### src/rtl/sng_pkg.sv
// -----------------------------------------------------------------------------
// sng_pkg
//   Types and helpers shared by the SNG scheduler and by every site that
//   instantiates a stochastic number generator.
//   - sch_state_e : scheduler FSM states
//   - sl(bw)      : stochastic stream length for a bw-bit operand (2**bw)
// -----------------------------------------------------------------------------
package sng_pkg;

    typedef enum logic [2:0] {
        IDLE,
        START,
        STREAM,
        STOP,
        DONE
    } sch_state_e;

    function automatic int sl(input int bw);
        return 1 << bw;
    endfunction

endpackage

### src/rtl/sng_sched_if.sv
// -----------------------------------------------------------------------------
// sng_sched_if
//   Bundles the requester side and the SNG side of the scheduler.
//   Requester side : i_req, i_x, o_gnt, o_stream, o_id, o_done, o_busy
//   SNG side       : o_sng_x, o_sng_start, o_sng_stop, i_sng_bit
//   Optional       : o_cnt_err (present only when SNG_CHECK_EN is defined)
//   Modports       : slave  - the scheduler itself
//                    master - whatever drives requests and models the SNG
// -----------------------------------------------------------------------------
interface sng_sched_if #(
    parameter int N_REQ = 4,
    parameter int BW    = 4
);
    import sng_pkg::*;

    localparam int SL = sl(BW);
    localparam int IW = (N_REQ > 1) ? $clog2(N_REQ) : 1;

    logic [N_REQ-1:0]    i_req;
    logic [N_REQ*BW-1:0] i_x;
    logic [N_REQ-1:0]    o_gnt;
    logic [BW-1:0]       o_sng_x;
    logic                o_sng_start;
    logic                o_sng_stop;
    logic                i_sng_bit;
    logic [SL-1:0]       o_stream;
    logic [IW-1:0]       o_id;
    logic                o_done;
    logic                o_busy;
`ifdef SNG_CHECK_EN
    logic                o_cnt_err;

    modport slave (
        input  i_req, i_x, i_sng_bit,
        output o_gnt, o_sng_x, o_sng_start, o_sng_stop,
               o_stream, o_id, o_done, o_busy, o_cnt_err
    );

    modport master (
        output i_req, i_x, i_sng_bit,
        input  o_gnt, o_sng_x, o_sng_start, o_sng_stop,
               o_stream, o_id, o_done, o_busy, o_cnt_err
    );
`else
    modport slave (
        input  i_req, i_x, i_sng_bit,
        output o_gnt, o_sng_x, o_sng_start, o_sng_stop,
               o_stream, o_id, o_done, o_busy
    );

    modport master (
        output i_req, i_x, i_sng_bit,
        input  o_gnt, o_sng_x, o_sng_start, o_sng_stop,
               o_stream, o_id, o_done, o_busy
    );
`endif

endinterface

### src/rtl/sng_sched_rr_arbiter.sv
// -----------------------------------------------------------------------------
// rr_arbiter
//   Purely combinational round-robin pick: the first asserted request at or
//   after ptr_i (wrapping modulo N_REQ) wins. The pointer register lives in
//   the caller.
//   req_i  : request vector
//   ptr_i  : highest-priority index
//   en_i   : when low, no grant is produced
//   gnt_o  : one-hot grant (all zero if nothing requested / disabled)
//   idx_o  : encoded index of gnt_o (0 when no grant)
// -----------------------------------------------------------------------------
module rr_arbiter #(
    parameter int N_REQ = 4,
    parameter int IW    = (N_REQ > 1) ? $clog2(N_REQ) : 1
) (
    input  logic [N_REQ-1:0] req_i,
    input  logic [IW-1:0]    ptr_i,
    input  logic             en_i,
    output logic [N_REQ-1:0] gnt_o,
    output logic [IW-1:0]    idx_o
);

    function automatic logic [IW-1:0] wrap_idx(input logic [IW-1:0] p, input int off);
        int s;
        s = int'(p) + off;
        if (s >= N_REQ) s = s - N_REQ;
        return IW'(s);
    endfunction

    // Scan from the farthest offset down to the pointer so the nearest
    // requester is the last one written and therefore wins.
    always_comb begin
        gnt_o = '0;
        idx_o = '0;
        if (en_i) begin
            for (int i = N_REQ - 1; i >= 0; i--) begin
                if (req_i[wrap_idx(ptr_i, i)]) begin
                    gnt_o                    = '0;
                    gnt_o[wrap_idx(ptr_i, i)] = 1'b1;
                    idx_o                    = wrap_idx(ptr_i, i);
                end
            end
        end
    end

endmodule

### src/rtl/sng_sched.sv
// -----------------------------------------------------------------------------
// sng_sched
//   Round-robin scheduler sharing one SNG between N_REQ requesters. A granted
//   operand is handed to the SNG, the SNG is started, SL = 2**BW serial bits
//   are captured, the SNG is stopped and the stream is returned with the
//   requester id.
//   i_clk_sch   : clock, rising edge
//   i_rst_n_sch : asynchronous active-low reset
//   bus         : sng_sched_if.slave (requests/operands, grant, SNG control,
//                 captured stream, id, done, busy)
//   Optional feature macro SNG_CHECK_EN: adds bus.o_cnt_err, set with o_done
//   when the number of ones captured differs from the operand.
// -----------------------------------------------------------------------------
module sng_sched
    import sng_pkg::*;
#(
    parameter int N_REQ = 4,
    parameter int BW    = 4
) (
    input  logic        i_clk_sch,
    input  logic        i_rst_n_sch,
    sng_sched_if.slave  bus
);

    localparam int SL = sl(BW);
    localparam int IW = (N_REQ > 1) ? $clog2(N_REQ) : 1;
    localparam logic [BW-1:0] J_LAST = '1;
    localparam logic [IW-1:0] IDX_LAST = IW'(N_REQ - 1);

    sch_state_e     state_q, state_d;
    logic [IW-1:0]  ptr_q, ptr_d;
    logic [IW-1:0]  gidx_q, gidx_d;
    logic [BW-1:0]  x_q, x_d;
    logic [BW-1:0]  j_q, j_d;
    logic [SL-1:0]  cap_q, cap_d;
    logic [SL-1:0]  stream_q, stream_d;
    logic [IW-1:0]  id_q, id_d;
`ifdef SNG_CHECK_EN
    logic [BW:0]    cnt_q, cnt_d;
    logic           err_q, err_d;
`endif

    logic [N_REQ-1:0] arb_gnt;
    logic [IW-1:0]    arb_idx;
    logic [N_REQ-1:0] gnt;
    logic             start, stop, done;

    rr_arbiter #(
        .N_REQ (N_REQ),
        .IW    (IW)
    ) u_arb (
        .req_i (bus.i_req),
        .ptr_i (ptr_q),
        .en_i  (state_q == IDLE),
        .gnt_o (arb_gnt),
        .idx_o (arb_idx)
    );

    always_comb begin
        state_d  = state_q;
        ptr_d    = ptr_q;
        gidx_d   = gidx_q;
        x_d      = x_q;
        j_d      = j_q;
        cap_d    = cap_q;
        stream_d = stream_q;
        id_d     = id_q;
`ifdef SNG_CHECK_EN
        cnt_d    = cnt_q;
        err_d    = err_q;
`endif
        gnt      = '0;
        start    = 1'b0;
        stop     = 1'b0;
        done     = 1'b0;

        unique case (state_q)
            IDLE: begin
                // Operand is latched here so it is already stable on
                // o_sng_x while the start pulse is high.
                if (|arb_gnt) begin
                    gidx_d  = arb_idx;
                    x_d     = bus.i_x[arb_idx*BW +: BW];
                    state_d = START;
                end
            end
            START: begin
                gnt[gidx_q] = 1'b1;
                start       = 1'b1;
                ptr_d       = (gidx_q == IDX_LAST) ? '0 : gidx_q + 1'b1;
                j_d         = '0;
`ifdef SNG_CHECK_EN
                cnt_d       = '0;
`endif
                state_d     = STREAM;
            end
            STREAM: begin
                // SL-1-j equals the bitwise inverse of j for a BW-bit j.
                cap_d[~j_q] = bus.i_sng_bit;
                j_d         = j_q + 1'b1;
`ifdef SNG_CHECK_EN
                cnt_d       = cnt_q + (BW+1)'(bus.i_sng_bit);
`endif
                if (j_q == J_LAST) state_d = STOP;
            end
            STOP: begin
                stop     = 1'b1;
                stream_d = cap_q;
                id_d     = gidx_q;
`ifdef SNG_CHECK_EN
                err_d    = (cnt_q != {1'b0, x_q});
`endif
                state_d  = DONE;
            end
            DONE: begin
                done    = 1'b1;
                state_d = IDLE;
            end
            default: state_d = IDLE;
        endcase
    end

    always_ff @(posedge i_clk_sch or negedge i_rst_n_sch) begin
        if (!i_rst_n_sch) begin
            state_q  <= IDLE;
            ptr_q    <= '0;
            gidx_q   <= '0;
            x_q      <= '0;
            j_q      <= '0;
            cap_q    <= '0;
            stream_q <= '0;
            id_q     <= '0;
`ifdef SNG_CHECK_EN
            cnt_q    <= '0;
            err_q    <= 1'b0;
`endif
        end else begin
            state_q  <= state_d;
            ptr_q    <= ptr_d;
            gidx_q   <= gidx_d;
            x_q      <= x_d;
            j_q      <= j_d;
            cap_q    <= cap_d;
            stream_q <= stream_d;
            id_q     <= id_d;
`ifdef SNG_CHECK_EN
            cnt_q    <= cnt_d;
            err_q    <= err_d;
`endif
        end
    end

    assign bus.o_gnt       = gnt;
    assign bus.o_sng_x     = x_q;
    assign bus.o_sng_start = start;
    assign bus.o_sng_stop  = stop;
    assign bus.o_stream    = stream_q;
    assign bus.o_id        = id_q;
    assign bus.o_done      = done;
    assign bus.o_busy      = (state_q != IDLE);
`ifdef SNG_CHECK_EN
    assign bus.o_cnt_err   = err_q;
`endif

endmodule
### src/flat_wrapper.sv
// flat-port wrapper written by rule: the top's interface ports become plain ports
module sng_sched_flat import sng_pkg::*;
#(
    parameter int N_REQ = 4,
    parameter int BW    = 4
)
  (i_clk_sch, i_rst_n_sch, bus_i_req, bus_i_x, bus_i_sng_bit, bus_o_gnt, bus_o_sng_x, bus_o_sng_start, bus_o_sng_stop, bus_o_stream, bus_o_id, bus_o_done, bus_o_busy);
  sng_sched_if #(.N_REQ(N_REQ), .BW(BW)) bus_i ();
  input  logic i_clk_sch;
  input  logic i_rst_n_sch;
  input wire logic [$bits(bus_i.i_req)-1:0] bus_i_req;
  input wire logic [$bits(bus_i.i_x)-1:0] bus_i_x;
  input wire logic [$bits(bus_i.i_sng_bit)-1:0] bus_i_sng_bit;
  output wire logic [$bits(bus_i.o_gnt)-1:0] bus_o_gnt;
  output wire logic [$bits(bus_i.o_sng_x)-1:0] bus_o_sng_x;
  output wire logic [$bits(bus_i.o_sng_start)-1:0] bus_o_sng_start;
  output wire logic [$bits(bus_i.o_sng_stop)-1:0] bus_o_sng_stop;
  output wire logic [$bits(bus_i.o_stream)-1:0] bus_o_stream;
  output wire logic [$bits(bus_i.o_id)-1:0] bus_o_id;
  output wire logic [$bits(bus_i.o_done)-1:0] bus_o_done;
  output wire logic [$bits(bus_i.o_busy)-1:0] bus_o_busy;
  assign bus_i.i_req = bus_i_req;
  assign bus_i.i_x = bus_i_x;
  assign bus_i.i_sng_bit = bus_i_sng_bit;
  assign bus_o_gnt = bus_i.o_gnt;
  assign bus_o_sng_x = bus_i.o_sng_x;
  assign bus_o_sng_start = bus_i.o_sng_start;
  assign bus_o_sng_stop = bus_i.o_sng_stop;
  assign bus_o_stream = bus_i.o_stream;
  assign bus_o_id = bus_i.o_id;
  assign bus_o_done = bus_i.o_done;
  assign bus_o_busy = bus_i.o_busy;
  sng_sched #(.N_REQ(N_REQ), .BW(BW)) u_core (.i_clk_sch(i_clk_sch), .i_rst_n_sch(i_rst_n_sch), .bus(bus_i));
endmodule
### config.mk
export PLATFORM = sky130hd
export DESIGN_NAME = sng_sched_flat
export DESIGN_NICKNAME = d
export VERILOG_FILES = /design/src/rtl/sng_pkg.sv /design/src/rtl/sng_sched_if.sv /design/src/rtl/sng_sched_rr_arbiter.sv /design/src/rtl/sng_sched.sv /design/src/flat_wrapper.sv
export SDC_FILE = /design/constraint.sdc
export NUM_CORES = 1
export LEC_CHECK = 0
export BUFFER_PORTS_ARGS = -buffer_cell sky130_fd_sc_hd__buf_4
export CAP_MARGIN = 10
export CORE_MARGIN = 4
export CORE_UTILIZATION = 60
export CTS_CLUSTER_DIAMETER = 50
export CTS_CLUSTER_SIZE = 28
export DETAILED_ROUTE_END_ITERATION = 7
export PLACE_DENSITY = 0.85
export SETUP_SLACK_MARGIN = 0.05
export SYNTH_ARGS = -nofsm -noshare
export SYNTH_HDL_FRONTEND = slang
export SYNTH_HIERARCHICAL = 1
export SYNTH_SLANG_ARGS = --single-unit
### constraint.sdc
create_clock -name i_clk_sch -period 6.1 [get_ports i_clk_sch]
set_input_delay 1.22 -clock i_clk_sch [delete_from_list [all_inputs] [get_ports i_clk_sch]]
set_output_delay 1.22 -clock i_clk_sch [all_outputs]
set_load 0.03 [all_outputs]
Word-level counts from Yosys, hierarchy flattened
Index checks and enable logic that the tools add are counted.
W data, S select, Z words.
{ "classes": {"n_addsub": 9, "n_lt_le_gt_ge": 20, "n_eq_ne": 8, "shift": 1, "mux": 56, "bitwise_logic": 1, "n_reduce_logical": 12} }
{ "op_table": {"columns": ["operator", "count"], "rows": [
  ["$mux W2", 22],
  ["$lt A2 B3 Y1 const B", 9],
  ["$mux W4", 6],
  ["$bwmux W16", 1],
  ["$shiftx A16 B5 Y4", 1],
  ["$mux W1", 13],
  ["$pmux W3 S4", 1],
  ["$demux W1 S2", 5],
  ["$ge A2 B1 Y1 const B", 5],
  ["$ge A3 B3 Y1 const B", 3],
  ["$bmux W1 S2", 4],
  ["$pmux W4 S2", 1],
  ["$sub A2 B1 Y2 const B", 4],
  ["$add A2 B2 Y3 const B", 2],
  ["$eq A3 B2 Y1 const B", 2],
  ["$logic_and A1 B1 Y1", 6],
  ["$mux W3", 2],
  ["$lt A4 B5 Y1 const B", 1],
  ["$add A4 B1 Y4 const B", 1],
  ["$demux W1 S4", 1],
  ["$eq A4 B4 Y1 const B", 1],
  ["$ge A4 B1 Y1 const B", 1],
  ["$ne A2 B1 Y1 const B", 2],
  ["$not A4 Y4", 1],
  ["11 further kinds", 12]
]} }
{ "word_totals": {"regBits": 49, "output_inout_bits": 30} }

Longest topological paths before layout
{ "logic_depth": {"word_depth": 20, "ltp_mapped": 10} }

Modules after synthesis
The synthesis kept the hierarchy.
{ "by_module_without_submodules": {"columns": ["mod", "n_inst", "cells_per_inst", "area_per_inst_um2", "seq_area_each_um2"], "rows": [
  ["sng_sched", 1, 173, 2366.0, 1226.2],
  ["rr_arbiter", 1, 56, 488.0, 0.0]
]} }

Worst setup path before layout
Ideal clock, no wire load.
{ "synth_timing": {"kind": "input to register", "startpoint": "input port bus_i_req[2]", "endpoint": "register u_core.x_q[2] (netlist: u_core/bus.o_sng_x[2])", "setup_time_ns": 0.128, "t_arrival_ns": 3.164, "path_slack_ns": 2.809, "cell_stages": 6, "n_path_buf": 0, "cell_sequence": "mux4_2 -> nor2b_4 -> o211ai_1 -> o21ai_0 -> mux4_2 -> mux2_1"} }
{ "synth_via": {"elab_cells_between_ends": 21, "cone_classes": "shift: 1; mux: 18; reduce/logical: 2"} }
{ "synth_rtl": {"columns": ["item", "line", "source"], "rows": [
  ["start, declared", "flat_wrapper.sv:11", "input wire logic [$bits(bus_i.i_req)-1:0] bus_i_req;"],
  ["$bmux W1 S2", "sng_sched_rr_arbiter.sv:37", "if (req_i[wrap_idx(ptr_i, i)]) begin"],
  ["$mux W1 (not written as such)", "sng_sched_rr_arbiter.sv:37", null],
  ["$mux W2 (3 in series)", "sng_sched_rr_arbiter.sv:37", null],
  ["$mux W2 (*)", "sng_sched_rr_arbiter.sv:37", null],
  ["$mux W2 (*)", "sng_sched_rr_arbiter.sv:35", "if (en_i) begin"],
  ["named net u_core.arb_idx[0]", "sng_sched.sv:44", "logic [IW-1:0] arb_idx;"],
  ["$shiftx A16 B5 Y4 (*)", "sng_sched.sv:83", "x_d = bus.i_x[arb_idx*BW +: BW];"],
  ["end signal, assigned", "sng_sched.sv:128", "x_q <= '0;"],
  ["end signal, assigned", "sng_sched.sv:141", "x_q <= x_d;"],
  ["end, declared", "sng_sched.sv:33", "logic [BW-1:0] x_q, x_d;"]
]} }
Mark *: on every way through the listed nets, which the timed path passes. The rest lies on a longest branch. The select of a mux whose other input is x is not followed.
A chain may end at the register's enable or synchronous reset.

Worst setup path in the final report
{ "layout_timing": {"startpoint": "register u_core.ptr_q[0]", "endpoint": "register u_core.x_q[2] (netlist: u_core/bus.o_sng_x[2])"} }
{ "layout_via": {"elab_cells_between_ends": 68, "cone_classes": "add/sub: 7; order compare: 12; shift: 1; mux: 42; reduce/logical: 6"} }
{ "layout_rtl": {"columns": ["item", "line", "source"], "rows": [
  ["start, declared", "sng_sched.sv:31", "logic [IW-1:0] ptr_q, ptr_d;"],
  ["start signal, assigned", "sng_sched.sv:139", "ptr_q <= ptr_d;"],
  ["$add A2 B2 Y3", "sng_sched_rr_arbiter.sv:25", "s = int'(p) + off;"],
  ["$ge A3 B3 Y1 or $sub A2 B1 Y2 (tied branches)", "sng_sched_rr_arbiter.sv:26", "if (s >= N_REQ) s = s - N_REQ;"],
  ["$mux W2", "sng_sched_rr_arbiter.sv:26", null],
  ["$mux W2", "sng_sched_rr_arbiter.sv:35", null],
  ["$bmux W1 S2", "sng_sched_rr_arbiter.sv:37", null],
  ["$mux W1 (not written as such)", "sng_sched_rr_arbiter.sv:37", null],
  ["$mux W2 (3 in series)", "sng_sched_rr_arbiter.sv:37", null],
  ["$mux W2 (*)", "sng_sched_rr_arbiter.sv:37", null],
  ["$mux W2 (*)", "sng_sched_rr_arbiter.sv:35", null],
  ["named net u_core.arb_idx[0]", "sng_sched.sv:44", null],
  ["$shiftx A16 B5 Y4 (*)", "sng_sched.sv:83", null]
]} }
Marks and branches as above.

==> metrics <==
status=finished, final reports clean; CP required=6270 ps; Detail Route Antenna Nets=0; Post-Syn Nets=268; H-tree depth=2; Reg clk slew, reported paths=80 ps; first-pass GRT wire length=9.32 mm; overall via count from detail_route=1962; fin. max-slew vios=0; root buffer cell=clkbuf_8; vias in the first global route=1960; Slew @ Worst Pin=897 ps; Diodes inserted=0; dpl hpwl=3.96 mm; fin crit share=59.0%; gr ovfl total=0; Port Buffer Count=52; CTS sink cnt=49; Max VDD drop=372 uV; unrepaired setup endpoints after global routing=false; Seq cells post-synth=49; Post-synth EDFFs=0; post-CTS setup buffer count=0; overall power=1.83 mW; Die Area=5920 sq um; Die Height=77.0 um; final wirelength=5.47 mm; RD Place Congestion=0.840; gr usage total=19.0%; Max-slew headroom=39.5%; Max Clk Rate=0.278 GHz; Worst EP arrival=3770 ps; Most used DFF post-synth=dfrtp_1; routed vias/inst=5.95; # IOs=53; TritonRoute pass-1 iters=5; Post-Synthesis Cell Area=2850 sq um; syn_area_per_cell=12.5 sq um; share of cells above drive strength 1=37.4%; ys async rst share=100%; Max-Cap Viols=0; Setup Skew=9.70 ps; area delta synth->final=16.4%; die width=77.0 um; CTS tree=built; initial antenna violation count=0; Hold Crit Class=register to register; Synth cell types=37; Leak Pwr=1.50 nW; drt wl/cell=16.6 um; # DRC=0; Final TNS setup=0 ps; total CTS buffers=5; # hold bufs at CTS=0; Synth warnings=6; Clock Tree Buf Depth=2; Worst-Skew Late Latency=290 ps; Initial Utilization=63.8%; Seq/Total Area, Yosys=43.0%; dpl cells=322; DR iter-0 viols=121; Fin. Hold Viols=0; core area=4470 sq um; CTS resizes=0; post-layout min period=3600 ps; nets@finish=316; Worst setup SP type=register; Core Rows=24; Synth Instances=229; Critical Path Fanout Max=14; WS Path Type=register to register; largest net degree at the start of global routing=50; Worst Setup End Kind=register; Power Dens Cells=550 nW/um^2; Setup violations, final=0; Finished Layout Cells=330
[sequential cells by signal (all words and copies together) (netlist names)]
signal               count
u_core/bus.o_stream     16
u_core/cap_q            16
u_core/bus.o_sng_x       4
u_core/j_q               4
u_core/state_q           3
u_core/bus.o_id          2
u_core/gidx_q            2
u_core/ptr_q             2
[cells in the mapped netlist (all sizes together), types with 5 or more instances]
cell,instances,share of area (%)
nand3b,6,1.6
o211ai,5,1.3
o21ai,10,1.8
nor2,7,1.5
buf,7,2.0
nand3,9,1.6
mux2i,9,3.2
a21oi,9,1.6
nand4,6,1.3
dfrtp,49,43
mux2,45,18
inv,10,1.3
ha,16,7.0
mux4,6,4.7
[cells in the final DEF, fill, tap and decap left out, drive strengths merged, types with 2 or more instances in the layout]
cell     n
nand3    9
or3b     2
dfrtp   49
nor2     7
nand3b   6
inv     10
mux4     6
a21oi    9
clkbuf   7
o21ai   10
a221oi   4
nor3     2
nand4    6
ha      16
mux2    45
nor3b    3
nand2    4
and2     4
buf     52
mux2i    9
o211ai   5
nor2b    2
nor4b    3
[stage by stage]
step	cell area (sq um)	hold slack (ps)	utilization, %	worst slack (ps)
finish	3320	496	74.2	2500
global route	3320	519	74.2	2130
CTS	3320	504	74.2	2450
detailed placement	3240	480	72.4	2420
global placement	3240	477	72.4	2510
floorplan	2850	460	-	2810
[routing by layer]
metal | GRT usage, % | vias to the layer above | part of all wire, %
met5 | 0 | - | 0
met4 | 3.74 | 0 | 0.68
met3 | 3.86 | 6 | 3.6
met2 | 31.7 | 42 | 51
met1 | 25.8 | 971 | 45
li1 | - | 943 | -
[worst paths after layout]
check / start / to / slack, ps / cells past startpoint
worst max register to register: u_core/ptr_q[0]$_DFFE_PN0P_ / u_core/bus.o_sng_x[2]$_DFFE_PN0P_ / 2500 / 8
worst min register to register: u_core/bus.o_sng_x[3]$_DFFE_PN0P_ / u_core/bus.o_sng_x[3]$_DFFE_PN0P_ / 500 / 1
worst max-delay path: u_core/ptr_q[0]$_DFFE_PN0P_ / u_core/bus.o_sng_x[2]$_DFFE_PN0P_ / 2500 / 8
max in group asynchronous: i_rst_n_sch / u_core/bus.o_sng_x[2]$_DFFE_PN0P_ / 4770 / 1
worst min-delay path: u_core/bus.o_sng_x[3]$_DFFE_PN0P_ / u_core/bus.o_sng_x[3]$_DFFE_PN0P_ / 500 / 1
min in group asynchronous: i_rst_n_sch / u_core/cap_q[1]$_DFFE_PN0P_ / 920 / 1
[report_power, final]
| part | total [mW] | switching [mW] | internal, mW | leakage, nW |
|---|---|---|---|---|
| Combinational | 1.01 | 0.539 | 0.472 | 0.874 |
| Sequential | 0.634 | 0.158 | 0.475 | 0.585 |
| Clock | 0.181 | 0.0995 | 0.0812 | 0.0385 |
| Total | 1.83 | 0.797 | 1.03 | 1.50 |
[cell families after synthesis]
kind of cell	Yosys count	synth area share (%)
buffers and inverters	21	3.81
flip-flops	49	43.0
XOR/XNOR	1	0.307
AND/OR/NAND/NOR	50	13.3
multiplexers	60	25.6
AO/OA/AOI/OAI	32	6.97
adder cells (fa/ha/maj)	16	7.01
[final cells by class]
type	count	area, sq um
Clock buffer	7	76.3
Clock inverter	1	7.51
Fill cell	315	1150
Inverter	10	37.5
Multi-Input combinational cell	159	1520
Sequential cell	49	1230
Tap cell	52	65.1
Timing Repair Buffer	52	390
[critical path, stage by stage (launching register included)]
cell	delay, ps
dfrtp_1	690
inv_1	270
ha_1	470
mux4_2	430
nor2b_4	210
o211ai_1	130
o21ai_0	380
mux4_2	600
mux2_1	300
Power figures use the tool's default switching activity.
